==> src/rtl/uart_io_pkg.sv <==
// Shared register map and status-bit layout for the UART receive FIFO IO block.
package uart_io_pkg;

  localparam logic OFF_DATA   = 1'b0;
  localparam logic OFF_STATUS = 1'b1;

  localparam int unsigned ST_NOT_EMPTY = 0;
  localparam int unsigned ST_FULL      = 1;
  localparam int unsigned ST_OVERFLOW  = 2;
  localparam int unsigned ST_FLUSH     = 3;

  localparam int unsigned DATA_VALID   = 8;

  function automatic logic [31:0] fmt_status(input logic [7:0] cnt,
                                             input logic       overflow,
                                             input logic       full,
                                             input logic       not_empty);
    logic [31:0] word;
    word               = '0;
    word[15:8]         = cnt;
    word[ST_OVERFLOW]  = overflow;
    word[ST_FULL]      = full;
    word[ST_NOT_EMPTY] = not_empty;
    return word;
  endfunction

endpackage

==> src/rtl/sync_fifo_byte.sv <==
// Single-clock byte FIFO with push, pop and flush; pop on empty and push on
// full (without a coincident pop) are ignored.
module sync_fifo_byte #(
  parameter int unsigned DEPTH_LOG2 = 4
) (
  input  logic                  clk,
  input  logic                  resetn,
  input  logic                  flush,
  input  logic                  push,
  input  logic [7:0]            din,
  input  logic                  pop,
  output logic [7:0]            dout,
  output logic [DEPTH_LOG2:0]   count,
  output logic                  full,
  output logic                  empty
);

  localparam int unsigned DEPTH = 1 << DEPTH_LOG2;

  logic [7:0]            mem [DEPTH];
  logic [DEPTH_LOG2-1:0] wr_ptr;
  logic [DEPTH_LOG2-1:0] rd_ptr;
  logic                  do_push;
  logic                  do_pop;

  // count never exceeds DEPTH, so its top bit alone marks full
  assign full  = count[DEPTH_LOG2];
  assign empty = (count == '0);
  assign dout  = mem[rd_ptr];

  // a pop on a full FIFO frees the slot the coincident push lands in
  assign do_pop  = resetn & ~flush & pop & ~empty;
  assign do_push = resetn & ~flush & push & (~full | do_pop);

  always_ff @(posedge clk) begin
    if (do_push) mem[wr_ptr] <= din;
  end

  always_ff @(posedge clk) begin
    if (!resetn || flush) begin
      wr_ptr <= '0;
      rd_ptr <= '0;
      count  <= '0;
    end else begin
      if (do_push) wr_ptr <= wr_ptr + DEPTH_LOG2'(1);
      if (do_pop)  rd_ptr <= rd_ptr + DEPTH_LOG2'(1);
      case ({do_push, do_pop})
        2'b10:   count <= count + (DEPTH_LOG2+1)'(1);
        2'b01:   count <= count - (DEPTH_LOG2+1)'(1);
        default: count <= count;
      endcase
    end
  end

endmodule

==> src/rtl/uart_rx_fifo_io.sv <==
// Memory-mapped IO responder buffering UART receive bytes: DATA read pops
// (bit 8 = valid), STATUS read/write exposes count, full, overflow and flush.
module uart_rx_fifo_io
  import uart_io_pkg::*;
#(
  parameter int unsigned DEPTH_LOG2 = 4
) (
  input  logic        clk,
  input  logic        resetn,
  input  logic        sel,
  input  logic        reg_off,
  input  logic        mem_rstrb,
  input  logic [3:0]  mem_wmask,
  input  logic [31:0] mem_wdata,
  output logic [31:0] rdata,
  input  logic        rx_valid,
  input  logic [7:0]  rx_byte,
  output logic        rx_irq
);

  logic                rd_acc;
  logic                status_wr;
  logic                pop;
  logic                flush;
  logic                ovf_clr;
  logic                ovf_set;
  logic                overflow;
  logic [7:0]          head;
  logic [DEPTH_LOG2:0] count;
  logic                full;
  logic                empty;
  logic [31:0]         rd_val;
  logic                unused_wdata;

  assign unused_wdata = ^{mem_wdata[31:4], mem_wdata[1:0]};

  assign rd_acc    = sel & mem_rstrb;
  assign status_wr = sel & (|mem_wmask) & (reg_off == OFF_STATUS);
  assign pop       = rd_acc & (reg_off == OFF_DATA);
  assign flush     = status_wr & mem_wdata[ST_FLUSH];
  assign ovf_clr   = status_wr & mem_wdata[ST_OVERFLOW];
  // a drop happens only when full with no pop freeing a slot; flush discards silently
  assign ovf_set   = rx_valid & full & ~pop & ~flush;

  sync_fifo_byte #(
    .DEPTH_LOG2(DEPTH_LOG2)
  ) u_fifo (
    .clk    (clk),
    .resetn (resetn),
    .flush  (flush),
    .push   (rx_valid),
    .din    (rx_byte),
    .pop    (pop),
    .dout   (head),
    .count  (count),
    .full   (full),
    .empty  (empty)
  );

  always_comb begin
    rd_val = '0;
    if (reg_off == OFF_DATA) begin
      if (!empty) begin
        rd_val[7:0]       = head;
        rd_val[DATA_VALID] = 1'b1;
      end
    end else begin
      rd_val = fmt_status(8'(count), overflow, full, ~empty);
    end
  end

  always_ff @(posedge clk) begin
    if (!resetn) begin
      overflow <= 1'b0;
      rdata    <= '0;
      rx_irq   <= 1'b0;
    end else begin
      if (ovf_set)      overflow <= 1'b1;
      else if (ovf_clr) overflow <= 1'b0;
      rx_irq <= ~empty;
      if (rd_acc) rdata <= rd_val;
    end
  end

endmodule

==> config.mk <==
export PLATFORM = sky130hd
export DESIGN_NAME = uart_rx_fifo_io
export DESIGN_NICKNAME = d
export VERILOG_FILES = /design/src/rtl/uart_io_pkg.sv /design/src/rtl/sync_fifo_byte.sv /design/src/rtl/uart_rx_fifo_io.sv
export SDC_FILE = /design/constraint.sdc
export NUM_CORES = 1
export LEC_CHECK = 0
export CORE_MARGIN = 5
export CORE_UTILIZATION = 31
export CTS_CLUSTER_SIZE = 10
export DETAILED_ROUTE_END_ITERATION = 6
export SLEW_MARGIN = 25
export SYNTH_ARGS = -nofsm -noshare
export SYNTH_HDL_FRONTEND = slang
export SYNTH_SLANG_ARGS = --single-unit
==> constraint.sdc <==
create_clock -name clk -period 5.2 [get_ports clk]
set_input_delay 1.04 -clock clk [delete_from_list [all_inputs] [get_ports clk]]
set_output_delay 1.04 -clock clk [all_outputs]
set_load 0.1 [all_outputs]
* After elaboration in Yosys (flattened, before gate mapping) *
Memory sizes are Yosys's and may differ from the RTL's. A register that Yosys moved wholly into a read port is not among the register bits.
Cells that the tools add are included.

operators by class
  bitwise operators = 20
  multiplexer cells = 10
  equal/unequal tests = 2
  reductions and logical operators = 6
  add/sub/neg operators = 4

operators by type and width
  kind                 number
  $mux 9               2
  $and 1x1->1          14
  $mux 4               3
  $pmux 5 s2           1
  $add 4x1->4 const B  2
  $add 5x1->5 const B  1
  $logic_not 5->1      1
  $not 1->1            5
  $sub 5x1->5 const B  1
  $mux 1               4
  $reduce_bool 2->1    2
  $reduce_or 4->1      1
  $eq 2x1->1 const B   1
  $eq 2x2->1 const B   1
  $logic_not 1->1      1
  $logic_or 1x1->1     1
  $or 1x1->1           1

storage, ports and cells
  input bits = 50
  register bits after elaboration = 47
  memory bits (writable) = 128
  memories kept = 1
  word-level logic and storage cells = 49
  output and inout port bits = 33

memories
  name        depth  width  read ports  clocked after Yosys merged registers in  write ports  line                  text
  u_fifo.mem  16     8      1           1                                        1            sync_fifo_byte.sv:20  logic [7:0] mem [DEPTH];

* Logic depth before layout (Yosys ltp) *
  depth in word-level cells = 12
  mapped depth = 14

* By module *
Synthesis repeated with hierarchy kept, for this count alone.

second synthesis, totals
  cell total of the unflattened synthesis = 387
  area total of the unflattened synthesis = 6,637.6 sq um

by module, submodules not included
  module           area an instance (sq um)  cells each  times used  sequential area each (sq um)
  sync_fifo_byte   5,874.4                   296         1           4,184.0
  uart_rx_fifo_io  763.2                     91          1           300.3

* Worst setup path before layout *
OpenSTA, ideal clock, no wires.

  path type = in2reg
  start point = in reg_off
  end point = reg u_fifo.count[4]
  stages = 14
  path slack = 1,375 ps
  arrival time = 3,755 ps
  data required time = 5,130 ps
  path through = buf_2 -> nand2_1 -> o31ai_2 -> and2b_1 -> inv_1 -> ha_1 -> clkbuf_1 -> xor2_1 -> ha_1 -> o31a_1 -> a2111oi_2 -> a31oi_1 -> or3_1 -> a21oi_1

on the way
  cells in the longest elaborated chain, start to end = 10
  elaborated cells between the ends (all ways) = 16

RTL lines
  what                                                    line                                        text
  from (decl)                                             uart_rx_fifo_io.sv:11                       input logic reg_off,
  $and 1x1->1                                             uart_rx_fifo_io.sv:38                       assign status_wr = sel & (|mem_wmask) & (reg_off == OFF_STATUS);
  $and 1x1->1                                             uart_rx_fifo_io.sv:40                       assign flush = status_wr & mem_wdata[ST_FLUSH];
  $not 1->1                                               sync_fifo_byte.sv:32, sync_fifo_byte.sv:33
  $and 1x1->1                                             sync_fifo_byte.sv:32, sync_fifo_byte.sv:33
  $and 1x1->1 (2 in a row)                                sync_fifo_byte.sv:32                        assign do_pop = resetn & ~flush & pop & ~empty;
  $or 1x1->1                                              sync_fifo_byte.sv:33                        assign do_push = resetn & ~flush & push & (~full | do_pop);
  $and 1x1->1                                             sync_fifo_byte.sv:33
  $eq 2x1->1 / $eq 2x2->1 (equally long branches)         sync_fifo_byte.sv:47                        case ({do_push, do_pop})
  $pmux 5 s2 / $reduce_bool 2->1 (equally long branches)  -
  to (signal assigned)                                    sync_fifo_byte.sv:48                        2'b10: count <= count + (DEPTH_LOG2+1)'(1);
  to (signal assigned)                                    sync_fifo_byte.sv:49                        2'b01: count <= count - (DEPTH_LOG2+1)'(1);
  to (signal assigned)                                    sync_fifo_byte.sv:50                        default: count <= count;
  to (decl)                                               sync_fifo_byte.sv:13                        output logic [DEPTH_LOG2:0] count,

Parallel ways exist; a longest one is shown, timed or not.
A chain may end at the register's enable or synchronous reset.

* Worst setup path after layout *
Same ends and word-level chain as after synthesis.

==> summary.md <==
| Metric | Value |
|---|---|
| Status | finished, final reports clean |
| Critical Path RT | about 5.6 ns |
| Hpwl dp | ~8300 µm |
| Adder-cell share of the synthesized area | under 10% |
| Compound-gate portion of the synthesized area | between 5 and 6% |
| DP Area | ~7100 µm² |
| Vias after detailed routing | ~3400 |
| Synth top area share | around three fifths |
| Vias in the first global route | between 3000 and 4000 |
| Post-synth EDFFs | roughly 130 |
| Final non-filler cell total | 725 |
| Critical setup path kind | in -> reg |
| CTS tree | built |
| Root Buffer Master | clkbuf_16 |
| Die Y | roughly 160 µm |
| FP Rows | 53 |
| DRC | 0 |
| Clock buffer depth | 2 |
| Commonest non-fill, non-tap cell in the layout | edfxtp_1 |
| Initial antenna violation count | 0 |
| Antenna Nets Post-Route | 0 |
| Max_cap viols | 0 |
| Post-Synth Simple-Gate Area | a little under 7% |
| Post-route minimum period | 4.363 ns |
| Vias per cell | 4.703 |
| Initial DRC count | about 310 |
| Pre-CTS WS | about 0.45 ns |
| # fillers | around 1900 |
| Avg Cell Area, Syn | roughly 16 µm² |
| Cells after Synth | approximately 400 |
| Max VDD drop | 0.1628 mV |
| Fin Hold WS | 0.4605 ns |
| Die area | around 24000 µm² |
| Clock transition at path regs | approximately 0.060 ns |
| Layout cells sized above 1 | between 10% and 20% |
| Mux cell area share after synthesis | 11.84% |
| Final Hold Viols | 0 |
| Final Cell Area | ~7700 µm² |
| Tightest Pin Transition | 0.9716 ns |
| Ys flop type | edfxtp_1 |
| Hold Buf Count CTS | 0 |
| Ys async rst share | 0% |
| Most frequent cells in the layout | edfxtp_1, clkdlybuf4s50_1, mux4_2 |
| Fin crit share | between 80% and 90% |
| Dpl cells | 693 |
| Overall power | approximately 2.8 mW |
| Final setup margin | around 0.84 ns |
| Wire length per cell | 17.33 µm |
| Post-CTS Setup Inserts | 0 |
| NumNets Final | 494 |
| Rel. slew slack | 35.02% |
| CP max stage cell | clkdlybuf4s50_1 |
| RSZ-0062 raised after global routing | false |
| I/O pin total | 83 |
| Largest family of logic cells by synthesized area | multiplexers |
| Synth Area in XOR/XNOR | 1.209% |
| Final core utilization | a little under two fifths |
| Max Freq | between 200 and 250 MHz |
| Crit path DAT | around 4.7 ns |
| Seq/Total Area, Yosys | between 60% and 70% |
| Die W | approximately 160 µm |
| Startpoint types | input port |
| CTS H-tree depth | 4 |
| Number of buffers inserted by port buffering | 33 |
| Gpl congestion | 0.7740 |
| Tightest Hold Check Type | reg -> reg |
| Worst Skew | between 0.006 and 0.007 ns |
| Critical Path Max Stage Delay | between 0.6 and 0.7 ns |
| Flops & latches, synth | 160 |
| Power density cells | roughly 370 nW/µm² |
| Synth top area cells | edfxtp_1, mux4_2, dfxtp_1 |
| P_leak | 2.456 nW |
| Area leader, netlist | edfxtp_1 |
| Final setup vio count | 0 |
| ANT cells | 0 |
| CP Cell Sequence | clkdlybuf4s50_1 -> nand3b_1 -> a21oi_1 -> and2_1 -> ha_1 -> xor2_1 -> ha_1 -> o31a_1 -> a2111oi_2 -> a31oi_1 -> or3_1 -> a21oi_1 |
| Fin. max-slew vios | 0 |
| Clock Latency Late Sink | around 0.42 ns |
| Warnings from Yosys | 0 |
| Post-CTS resize count | 0 |
| Synth-to-layout area growth | 17.81% |
| Routed WL | 12560 µm |
| Count of unique library cells instantiated by Yosys | ~50 |
| Initial Util | 31.22% |
| First-pass GRT wire length | approximately 19000 µm |
| Largest net degree at the start of global routing | 31 |
| Core area | 20890 µm² |
| Max FO, Critical Path | 12 |
| Overflow after GRT | 0 |
| GRT Total Usage | 10.71% |
| CTS Buf Count | 17 |
| Setup TNS | 0 ns |
| First drt pass iteration count | 4 |
| Worst r2r path cells | 11 |
| CP Capture Type | flip-flop |
| Cell area after synthesis | ~6500 µm² |
| Worst Hold Depth | 2 |
| CTS sink cnt | 160 |
-- final cells by class --
class                   count  area, µm²  share of cell area, %
well taps                 275      344.1                  4.479
clock buffers              20      436.7                  5.684
flip-flops and latches    160       4487                  58.40
clock inverters            12      158.9                  2.068
multi-input cells         214       1858                  24.19
inverters                   4      15.01                 0.1954
repair buffers             40      382.9                  4.984
-- cell families after synthesis --
logic type | Yosys count
other cells | 1
compound gates | 53
flops | 160
buf+inv | 45
simple gates | 89
fa+ha+maj | 7
xor+xnor | 9
mux | 37
-- registers in the layout, summed over array words and instances (netlist names), named ones only --
name,cells
u_fifo.wr_ptr,4
rdata,13
u_fifo.rd_ptr,4
u_fifo.count,5
rx_irq,1
overflow,1
u_fifo.mem,128
-- critical path: cells and delay by family --
family	cells	cell delay (ns)
AND/OR/NAND/NOR	3	1.00
XOR/XNOR	1	0.12
AO/OA/AOI/OAI	5	1.23
buffers and inverters	1	0.61
adder cells (fa/ha/maj)	2	0.70
-- worst paths after layout --
check,slack (ns),startpoint,end
worst max-delay path,0.84,reg_off,u_fifo.count[4]$_SDFFE_PP0P_
worst min-delay path,0.46,rdata[10]$_SDFFE_PN0N_,rdata[10]$_SDFFE_PN0N_
worst max register to register,1.73,u_fifo.count[2]$_SDFFE_PP0P_,u_fifo.count[4]$_SDFFE_PP0P_
worst min register to register,0.46,rdata[10]$_SDFFE_PN0N_,rdata[10]$_SDFFE_PN0N_
-- synth_stat cells, types with 2 or more instances --
library cell and count:
a22o_1 2, mux2i_1 4, clkbuf_1 12, nand4_1 2, edfxtp_1 128, a22oi_1 12, o21ai_0 5, nor3_1 4
a21oi_1 12, a32o_1 5, nand2_1 22, a21boi_0 4, mux4_2 32, nand2b_1 3, nor2b_1 4, or3_1 2
xnor2_1 3, buf_4 20, inv_1 4, nor3b_1 2, ha_1 7, nor2_1 31, buf_2 6, nand3_1 7
xor2_1 6, and2_1 4, buf_1 3, a21o_1 3, dfxtp_1 32
-- metal layers --
metal	global-route usage (%)	part of all wire, %
met1	13.88	43
met3	2.531	6.4
met4	4.584	1.1
met2	17.27	50
met5	0	0
-- power by group --
part | total, mW | internal [mW] | switching, mW
Combinational | 0.170 | 0.0428 | 0.127
Clock | 1.25 | 0.760 | 0.489
Sequential | 1.40 | 1.39 | 0.00830
Total | 2.82 | 2.20 | 0.624
(Power assumes the default switching activity.)
